`config.mk`:
```
export PLATFORM = sky130hd
export DESIGN_NAME = button_pulse_gen_flat
export DESIGN_NICKNAME = d
export VERILOG_FILES = /design/src/rtl/button_pulse_gen_if.sv /design/src/rtl/button_pulse_gen.sv /design/src/flat_wrapper.sv
export SDC_FILE = /design/constraint.sdc
export NUM_CORES = 1
export LEC_CHECK = 0
export CORE_MARGIN = 5
export CORE_UTILIZATION = 43
export CTS_CLUSTER_DIAMETER = 120
export DETAILED_ROUTE_END_ITERATION = 16
export GPL_TIMING_DRIVEN = 1
export PLACE_DENSITY = 0.56
export REMOVE_ABC_BUFFERS = 1
export SETUP_SLACK_MARGIN = 0.05
export SLEW_MARGIN = 20
export SYNTH_ARGS = -nofsm -noshare
export SYNTH_HDL_FRONTEND = slang
export SYNTH_SLANG_ARGS = --single-unit
```
`constraint.sdc`:
```
create_clock -name clk -period 2.2 [get_ports clk]
set_input_delay 0.33 -clock clk [delete_from_list [all_inputs] [get_ports clk]]
set_output_delay 0.33 -clock clk [all_outputs]
set_load 0.02 [all_outputs]
```
`src/rtl/button_pulse_gen_if.sv`:
```
// Button conditioning bus: the raw pin going in, the debounced pulses and level coming out.
// The master side drives the raw pin and consumes the outputs; the slave is the conditioner.
interface button_pulse_gen_if;
    logic btn_in;
    logic btn_pulse;
    logic btn_rel_pulse;
    logic btn_level;

    modport master (
        output btn_in,
        input  btn_pulse,
        input  btn_rel_pulse,
        input  btn_level
    );

    modport slave (
        input  btn_in,
        output btn_pulse,
        output btn_rel_pulse,
        output btn_level
    );
endinterface

```
`src/rtl/button_pulse_gen.sv`:
```
// Push-button conditioner: two-flop synchroniser, debounce FSM, one-cycle press and
// release pulses, and a debounced level. The press pulse feeds the counter's enable.
// Optional auto-repeat of the press pulse while the button stays held is built when the
// macro BUTTON_PULSE_GEN_AUTO_REPEAT_EN is defined. Otherwise each press gives exactly one pulse.
module button_pulse_gen #(
    parameter int DEBOUNCE_CYCLES = 500000,
    parameter int CNT_W           = 20,
    parameter bit ACTIVE_LOW      = 1'b0
`ifdef BUTTON_PULSE_GEN_AUTO_REPEAT_EN
    ,
    parameter int REPEAT_DELAY    = 25000000,
    parameter int REPEAT_PERIOD   = 5000000
`endif
) (
    input  logic              clk,
    input  logic              rst,
    button_pulse_gen_if.slave bus
);

    typedef enum logic [1:0] {
        IDLE,
        PRESS_WAIT,
        HELD,
        RELEASE_WAIT
    } state_t;

    // Raw pin value while the button is not pressed.
    localparam logic             RELEASED_RAW = ACTIVE_LOW;
    // Final count of a debounce window. The window also includes the sample that opened it.
    localparam logic [CNT_W-1:0] CNT_LAST     = CNT_W'(DEBOUNCE_CYCLES - 1);

    logic             s1;
    logic             s2;
    logic             sync;
    state_t           state;
    state_t           state_n;
    logic [CNT_W-1:0] cnt;
    logic [CNT_W-1:0] cnt_n;
    logic             pulse_q;
    logic             pulse_n;
    logic             rel_q;
    logic             rel_n;
    logic             level_q;
    logic             level_n;

`ifdef BUTTON_PULSE_GEN_AUTO_REPEAT_EN
    localparam logic [31:0] RPT_FIRST = 32'(REPEAT_DELAY);
    localparam logic [31:0] RPT_WRAP  = 32'(REPEAT_DELAY + REPEAT_PERIOD);

    logic [31:0] rcnt;
    logic [31:0] rcnt_n;
    logic [31:0] rcnt_inc;
`endif

    // Bring the asynchronous pin into the clock domain; reset parks it at "released".
    always_ff @(posedge clk) begin
        // NOTE: non-blocking so s2 takes the old s1, giving two real flop stages.
        if (rst) begin
            s1 <= RELEASED_RAW;
            s2 <= RELEASED_RAW;
        end else begin
            s1 <= bus.btn_in;
            s2 <= s1;
        end
    end

    // Pressed = 1 regardless of pin polarity.
    assign sync = ACTIVE_LOW ? ~s2 : s2;

    // State, debounce counter and registered outputs.
    always_ff @(posedge clk) begin
        if (rst) begin
            state   <= IDLE;
            cnt     <= '0;
            pulse_q <= 1'b0;
            rel_q   <= 1'b0;
            level_q <= 1'b0;
`ifdef BUTTON_PULSE_GEN_AUTO_REPEAT_EN
            rcnt    <= '0;
`endif
        end else begin
            state   <= state_n;
            cnt     <= cnt_n;
            pulse_q <= pulse_n;
            rel_q   <= rel_n;
            level_q <= level_n;
`ifdef BUTTON_PULSE_GEN_AUTO_REPEAT_EN
            rcnt    <= rcnt_n;
`endif
        end
    end

    // Debounce decisions. A level change is accepted once DEBOUNCE_CYCLES further samples agree.
    always_comb begin
        // NOTE: every signal gets a default first, so no path leaves it unassigned and no latch is inferred.
        state_n = state;
        cnt_n   = cnt;
        pulse_n = 1'b0;
        rel_n   = 1'b0;
        level_n = level_q;

        case (state)
            IDLE: begin
                if (sync) begin
                    state_n = PRESS_WAIT;
                    cnt_n   = '0;
                end
            end
            PRESS_WAIT: begin
                if (!sync) begin
                    state_n = IDLE;
                    cnt_n   = '0;
                end else if (cnt == CNT_LAST) begin
                    state_n = HELD;
                    pulse_n = 1'b1;
                    level_n = 1'b1;
                end else begin
                    cnt_n = cnt + 1'b1;
                end
            end
            HELD: begin
                if (!sync) begin
                    state_n = RELEASE_WAIT;
                    cnt_n   = '0;
                end
            end
            RELEASE_WAIT: begin
                if (sync) begin
                    // A bounce on release. Stay pressed and do not issue a new pulse.
                    state_n = HELD;
                end else if (cnt == CNT_LAST) begin
                    state_n = IDLE;
                    rel_n   = 1'b1;
                    level_n = 1'b0;
                end else begin
                    cnt_n = cnt + 1'b1;
                end
            end
            default: begin
                state_n = IDLE;
                cnt_n   = '0;
            end
        endcase

`ifdef BUTTON_PULSE_GEN_AUTO_REPEAT_EN
        // rcnt measures time spent held. After the first repeat it folds back to RPT_FIRST
        // each period, so it never has to wrap.
        rcnt_n   = rcnt;
        rcnt_inc = rcnt + 32'd1;
        case (state)
            IDLE, PRESS_WAIT: rcnt_n = '0;
            HELD: begin
                rcnt_n = rcnt_inc;
                if (rcnt_inc == RPT_WRAP) begin
                    rcnt_n = RPT_FIRST;
                end
                if (sync && (rcnt_inc == RPT_FIRST || rcnt_inc == RPT_WRAP)) begin
                    pulse_n = 1'b1;
                end
            end
            default: rcnt_n = rcnt;
        endcase
`endif
    end

    assign bus.btn_pulse     = pulse_q;
    assign bus.btn_rel_pulse = rel_q;
    assign bus.btn_level     = level_q;

endmodule

```
`src/flat_wrapper.sv`:
```
// flat-port wrapper written by rule: the top's interface ports become plain ports
module button_pulse_gen_flat 
#(
    parameter int DEBOUNCE_CYCLES = 500000,
    parameter int CNT_W           = 20,
    parameter bit ACTIVE_LOW      = 1'b0

)
  (clk, rst, bus_btn_in, bus_btn_pulse, bus_btn_rel_pulse, bus_btn_level);
  button_pulse_gen_if bus_i ();
  input  logic clk;
  input  logic rst;
  input wire logic [$bits(bus_i.btn_in)-1:0] bus_btn_in;
  output wire logic [$bits(bus_i.btn_pulse)-1:0] bus_btn_pulse;
  output wire logic [$bits(bus_i.btn_rel_pulse)-1:0] bus_btn_rel_pulse;
  output wire logic [$bits(bus_i.btn_level)-1:0] bus_btn_level;
  assign bus_i.btn_in = bus_btn_in;
  assign bus_btn_pulse = bus_i.btn_pulse;
  assign bus_btn_rel_pulse = bus_i.btn_rel_pulse;
  assign bus_btn_level = bus_i.btn_level;
  button_pulse_gen #(.DEBOUNCE_CYCLES(DEBOUNCE_CYCLES), .CNT_W(CNT_W), .ACTIVE_LOW(ACTIVE_LOW)) u_core (.clk(clk), .rst(rst), .bus(bus_i));
endmodule
```
# ---- Word-level counts from Yosys, hierarchy flattened
# Index checks and enable logic that the tools add are counted.
dict set report totals {
  ff_bits 27
  in_bits 3
  output_inout_bits 3
  word_cells 49
}
dict set report op_classes {
  n_addsub 1
  n_eq_ne 12
  n_mux 19
  n_bitwise 3
  n_reduce_logical 7
}
# operator count
set ops {}
lappend ops {{two-way mux 20 bit} 5}
lappend ops {{one-hot mux 20 bit (4 select lines)} 1}
lappend ops {{adder 20 x 1 -> 20 bit, second input constant} 1}
lappend ops {{equality test 20 x 19 -> 1 bit, second input constant} 1}
lappend ops {{two-way mux 2 bit} 6}
lappend ops {{!= test 2 x 1 -> 1 bit, second input constant} 4}
lappend ops {{one-hot mux 2 bit (4 select lines)} 1}
lappend ops {{OR reduction 3 bit} 2}
lappend ops {{two-way mux 1 bit} 5}
lappend ops {{AND reduction 5 bit} 1}
lappend ops {{equality test 2 bit, second input constant} 2}
lappend ops {{!= test 2 bit, second input constant} 2}
lappend ops {{AND reduction 4 bit} 1}
lappend ops {{!= test 3 x 1 -> 1 bit, second input constant} 1}
lappend ops {{!= test 3 bit, second input constant} 1}
lappend ops {{NOT 1 bit} 3}
lappend ops {{AND reduction 3 bit} 1}
lappend ops {{equality test 2 x 1 -> 1 bit, second input constant} 1}
lappend ops {{logical NOT 2 bit} 1}
lappend ops {{one-hot mux 1 bit (2 select lines)} 1}
lappend ops {{nonzero test 2 bit} 1}

# ---- Longest topological paths before layout
# Gate-level depths: netlist of run 1.
dict set report logic_depth {
  ltp_word 4
  depth_mapped 8
  depth_no_buf 6
}

# ---- Worst setup path before layout of run 1
# No wires, ideal clock.
dict set report synth_timing {
  kind {flip-flop to flip-flop}
  start {register u_core.cnt[0]}
  end {register u_core.cnt[13]}
  setup_time_ps 59
  arrival_ps 1846
  slack_ps 295
  stages_incl_launch_ff 9
  path_buffers 2
  synth_period_minus_slack_ps 1905
  cell_sequence {dfxtp_1 ha_1 and2_1 and4_1 buf_2 a21o_1 buf_2 or4_1 nand2_1}
}
dict set report synth_between {
  elab_chain_len 4
  word_cells_on_any_way 6
  classes_between {add/sub (1); eq/ne (1); mux (4)}
}
# item line_no
set synth_rtl {}
lappend synth_rtl {{start: declaration} button_pulse_gen.sv:37} ;# logic [CNT_W-1:0] cnt;
lappend synth_rtl {{start signal: assignment} button_pulse_gen.sv:83} ;# cnt <= cnt_n;
lappend synth_rtl {{adder 20 x 1 -> 20 bit / equality test 20 x 19 -> 1 bit (equally long branches)} -}
lappend synth_rtl {{two-way mux 20 bit *} {button_pulse_gen.sv:113, button_pulse_gen.sv:131}}
lappend synth_rtl {{two-way mux 20 bit (on tied branches)} {button_pulse_gen.sv:128, button_pulse_gen.sv:110}}
lappend synth_rtl {{one-hot mux 20 bit (4 select lines) *} button_pulse_gen.sv:102} ;# case (state)
# Mark *: on every way between the ends. The rest lies on a longest branch, timed or not. The select of a mux whose other input is x is not followed.
# A chain may end at the register's enable or synchronous reset.

# ---- Worst setup path after layout of run 1
dict set report layout_timing {
  start {register u_core.cnt[0]}
  end {register u_core.cnt[9]}
}
# The elaborated chain is that of the path after synthesis.

==> flow_metrics.py, run 1 <==
metrics = {
    "outcome": {
        "outcome": "complete, no violations",
    },
    "floorplanning": {
        "core_um2": 3280,
        "placementRows": 21,
        "dieArea_um2": 4620,
        "ioPinCount": 6,
        "die_width_um": 67.9,
        "die_h_um": 67.9,
        "start_util": 0.440,
    },
    "pwr": {
        "p_leak_nw": 0.539,
        "p_int_w": 0.000594,
        "p_per_area_nw_per_um2": 487,
        "p_sw_w": 0.000192,
        "power_frac_seq": 0.640,
        "clkPwrFrac": 0.281,
        "vdd_drop_max_mv": 0.259,
        "combPwrFrac": 0.080,
        "p_sw_frac": 0.244,
    },
    "sta": {
        "tightest_slew_ps": 514,
        "setup_ws_ps": 177,
        "holdWs_ps": 451,
        "hold_violations": 0,
        "slew_headroom": 0.648,
        "finalClockSkew_ps": 5.14,
        "setup_viol": 0,
        "rsz0062_at_grt": "false",
        "tns_ps": 0,
        "max_freq_ghz": 0.494,
        "fin_crit_ps": 2020,
        "period_share": 0.920,
        "report.final.slew_viol_count": 0,
    },
    "worst_setup_path": {
        "startpoint": "u_core.cnt[0]",
        "r2r-start": "u_core.cnt[0]",
        "cp-end-kind": "flip-flop",
        "critical_path_peak_fanout": 14,
        "worstPathRequired_ps": 2480,
        "cp.arrival_ps": 2300,
        "worstSetupPathType": "flip-flop to flip-flop",
        "start_kind": "flip-flop",
    },
    "clock_tree": {
        "clkSinkCount": 27,
        "root_buffer": "clkbuf_4",
        "cts.clk_slew.worst_paths_ps": 140,
        "htree_levels": 1,
        "ctsLongestPathBuffers": 2,
        "cts_tree": "built",
        "cts_inserted_buffers": 3,
        "clock_latency_ps": 330,
    },
    "cells_and_area": {
        "drive_above_1_share": 0.122,
        "fin_nets": 186,
        "syn2layout_area_growth_pct": 11.7,
        "fin_util": 0.491,
        "final_cells": 227,
        "n_antenna_cell": 0,
    },
    "yosys": {
        "synth_common_cells": "dfxtp_1 (27), nand2_1 (17), nor2_1 (13)",
        "synth_top_area_frac": 0.374,
        "yosysTopAreaCell": "dfxtp_1",
        "synth_area_leaders": "dfxtp_1 (37%), nand2_1 (4.4%), xnor2_1 (3.6%)",
        "avgSynthCellArea_um2": 8.39,
        "yosys_register_bits": 27,
        "yosys_warnings": 0,
        "yosysMostFrequentCell": "dfxtp_1",
        "async_flop_share": 0,
        "synth_edf_count": 0,
        "yosysSeqAreaShare": 0.374,
        "yosys.cell_types.count": 46,
        "syn_inst": 172,
        "ys.flop_type": "dfxtp_1",
        "syn_area_um2": 1440,
    },
    "worst_hold_path": {
        "hp-start": "u_core.s1",
        "hold_class": "flip-flop to flip-flop",
    },
    "drt": {
        "wl_per_cell_um": 13.8,
        "drtAntennaViolNets": 0,
        "first_pass_iters": 4,
        "vias": 1280,
        "drt_iter0_markers": 92,
        "routed_wl_mm": 3.13,
        "post-route-drc-count": 0,
        "viasPerCell": 5.64,
    },
    "placement": {
        "dp.cells": 223,
        "placement.io_buffers": 5,
        "place_ws_ps": 131,
        "gp_congestion": 0.779,
        "dp_hpwl_mm": 2.31,
    },
    "global_routing": {
        "track_usage": 0.152,
        "first_global_vias": 1176,
        "grt_start_max_net_pins": 15,
        "gr-total-overflow": 0,
        "grt_pass1_wl_mm": 5.35,
        "antenna_found_initial": 0,
    },
    "run": {
        "cap_violations": 0,
    },
}
[worst max-delay path, cell delays in order (launching register included)]
cell     delay (ps)
dfxtp_1         360
ha_1            230
and2_1          190
and4_1          250
a21o_4          290
or4_1           510
a21oi_1         150
[final timing paths]
path,end,slack (ps),cells after the start
max,u_core.cnt[9],180,6
min,u_core.s2,450,1
max reg2reg,u_core.cnt[9],180,6
min reg2reg,u_core.s2,450,1
[area by class of cell]
class / instances / area (um2)
tap: 46 / 57.6
clock buffer: 4 / 26.3
sequential: 27 / 541
multi-input combinational: 125 / 826
inverter: 10 / 37.5
timing repair buffer: 15 / 125
fill: 324 / 1670
[cells in the final DEF (no fill, tap or decap), drive strengths merged, types with 4 or more instances in the layout]
| master | instances |
|---|---|
| xnor2 | 6 |
| inv | 10 |
| nor4 | 5 |
| o31ai | 6 |
| nor3 | 6 |
| buf | 10 |
| nand3 | 6 |
| nor2 | 13 |
| nand4 | 8 |
| dfxtp | 27 |
| a21oi | 10 |
| clkdlybuf4s50 | 5 |
| or4 | 7 |
| nand2 | 17 |
| clkbuf | 4 |
[per-stage QoR]
stage | instance area, um2 | power, W
2_1_floorplan | 1400 | 0.000543
3_3_place_gp | 1580 | 0.000573
3_5_place_dp | 1580 | 0.000575
4_1_cts | 1610 | 0.000793
5_1_grt | 1610 | 0.000813
6_report | 1610 | 0.000786
[power by group through the flow]
stage / Clock [W] / Combinational, W / Sequential (W)
final: 0.000221 / 0.0000628 / 0.000503
after global routing: 0.000241 / 0.0000678 / 0.000504
after CTS: 0.000229 / 0.0000615 / 0.000503
after detailed placement: 0 / 0.0000614 / 0.000514
after global placement: 0 / 0.0000599 / 0.000513
after floorplan: 0 / 0.0000270 / 0.000516
[metal layers]
metal,GRT usage,vias up,part of all wire
li1,-,656,-
met5,0,-,0
met4,0.0744,0,0.018
met3,0.0197,5,0.030
met1,0.205,601,0.51
met2,0.238,18,0.44
[sequential cells by signal, summed over array words and instances, names as in the netlist, named ones only]
signal / flops
u_core.bus.btn_pulse: 1
u_core.bus.btn_level: 1
u_core.s1: 1
u_core.bus.btn_rel_pulse: 1
u_core.cnt: 20
u_core.s2: 1
u_core.state: 1
[kinds of logic (layout without fill, tap and decap cells)]
group / count (synthesis) / in the layout / synth area share
AO/OA/AOI/OAI: 35 / 35 / 0.171
XOR/XNOR: 8 / 8 / 0.0485
adder cells (fa/ha/maj): 1 / 1 / 0.00866
buffers and inverters: 20 / 29 / 0.0589
flip-flops: 27 / 27 / 0.374
multiplexers: 1 / 1 / 0.00693
AND/OR/NAND/NOR: 80 / 80 / 0.332
[what timing repair did]
item | CTS | global route
resized for setup | 0 | 2
endpoints found under the setup margin | 0 | 4
hold buffers | 0 | 0
buffers inserted | 0 | 0
No activity file was read; power rests on OpenSTA's default activity.
==> run 2: changes to the inputs <==
--- a/config.mk
+++ b/config.mk
@@ -10,6 +10,7 @@
 export CTS_CLUSTER_DIAMETER = 120
 export DETAILED_ROUTE_END_ITERATION = 16
 export GPL_TIMING_DRIVEN = 1
+export HOLD_SLACK_MARGIN = 0.05
 export PLACE_DENSITY = 0.56
 export REMOVE_ABC_BUFFERS = 1
 export SETUP_SLACK_MARGIN = 0.05
==> results of run 2 <==
The final DEF is identical to that of run 1; final timing and power are the same.
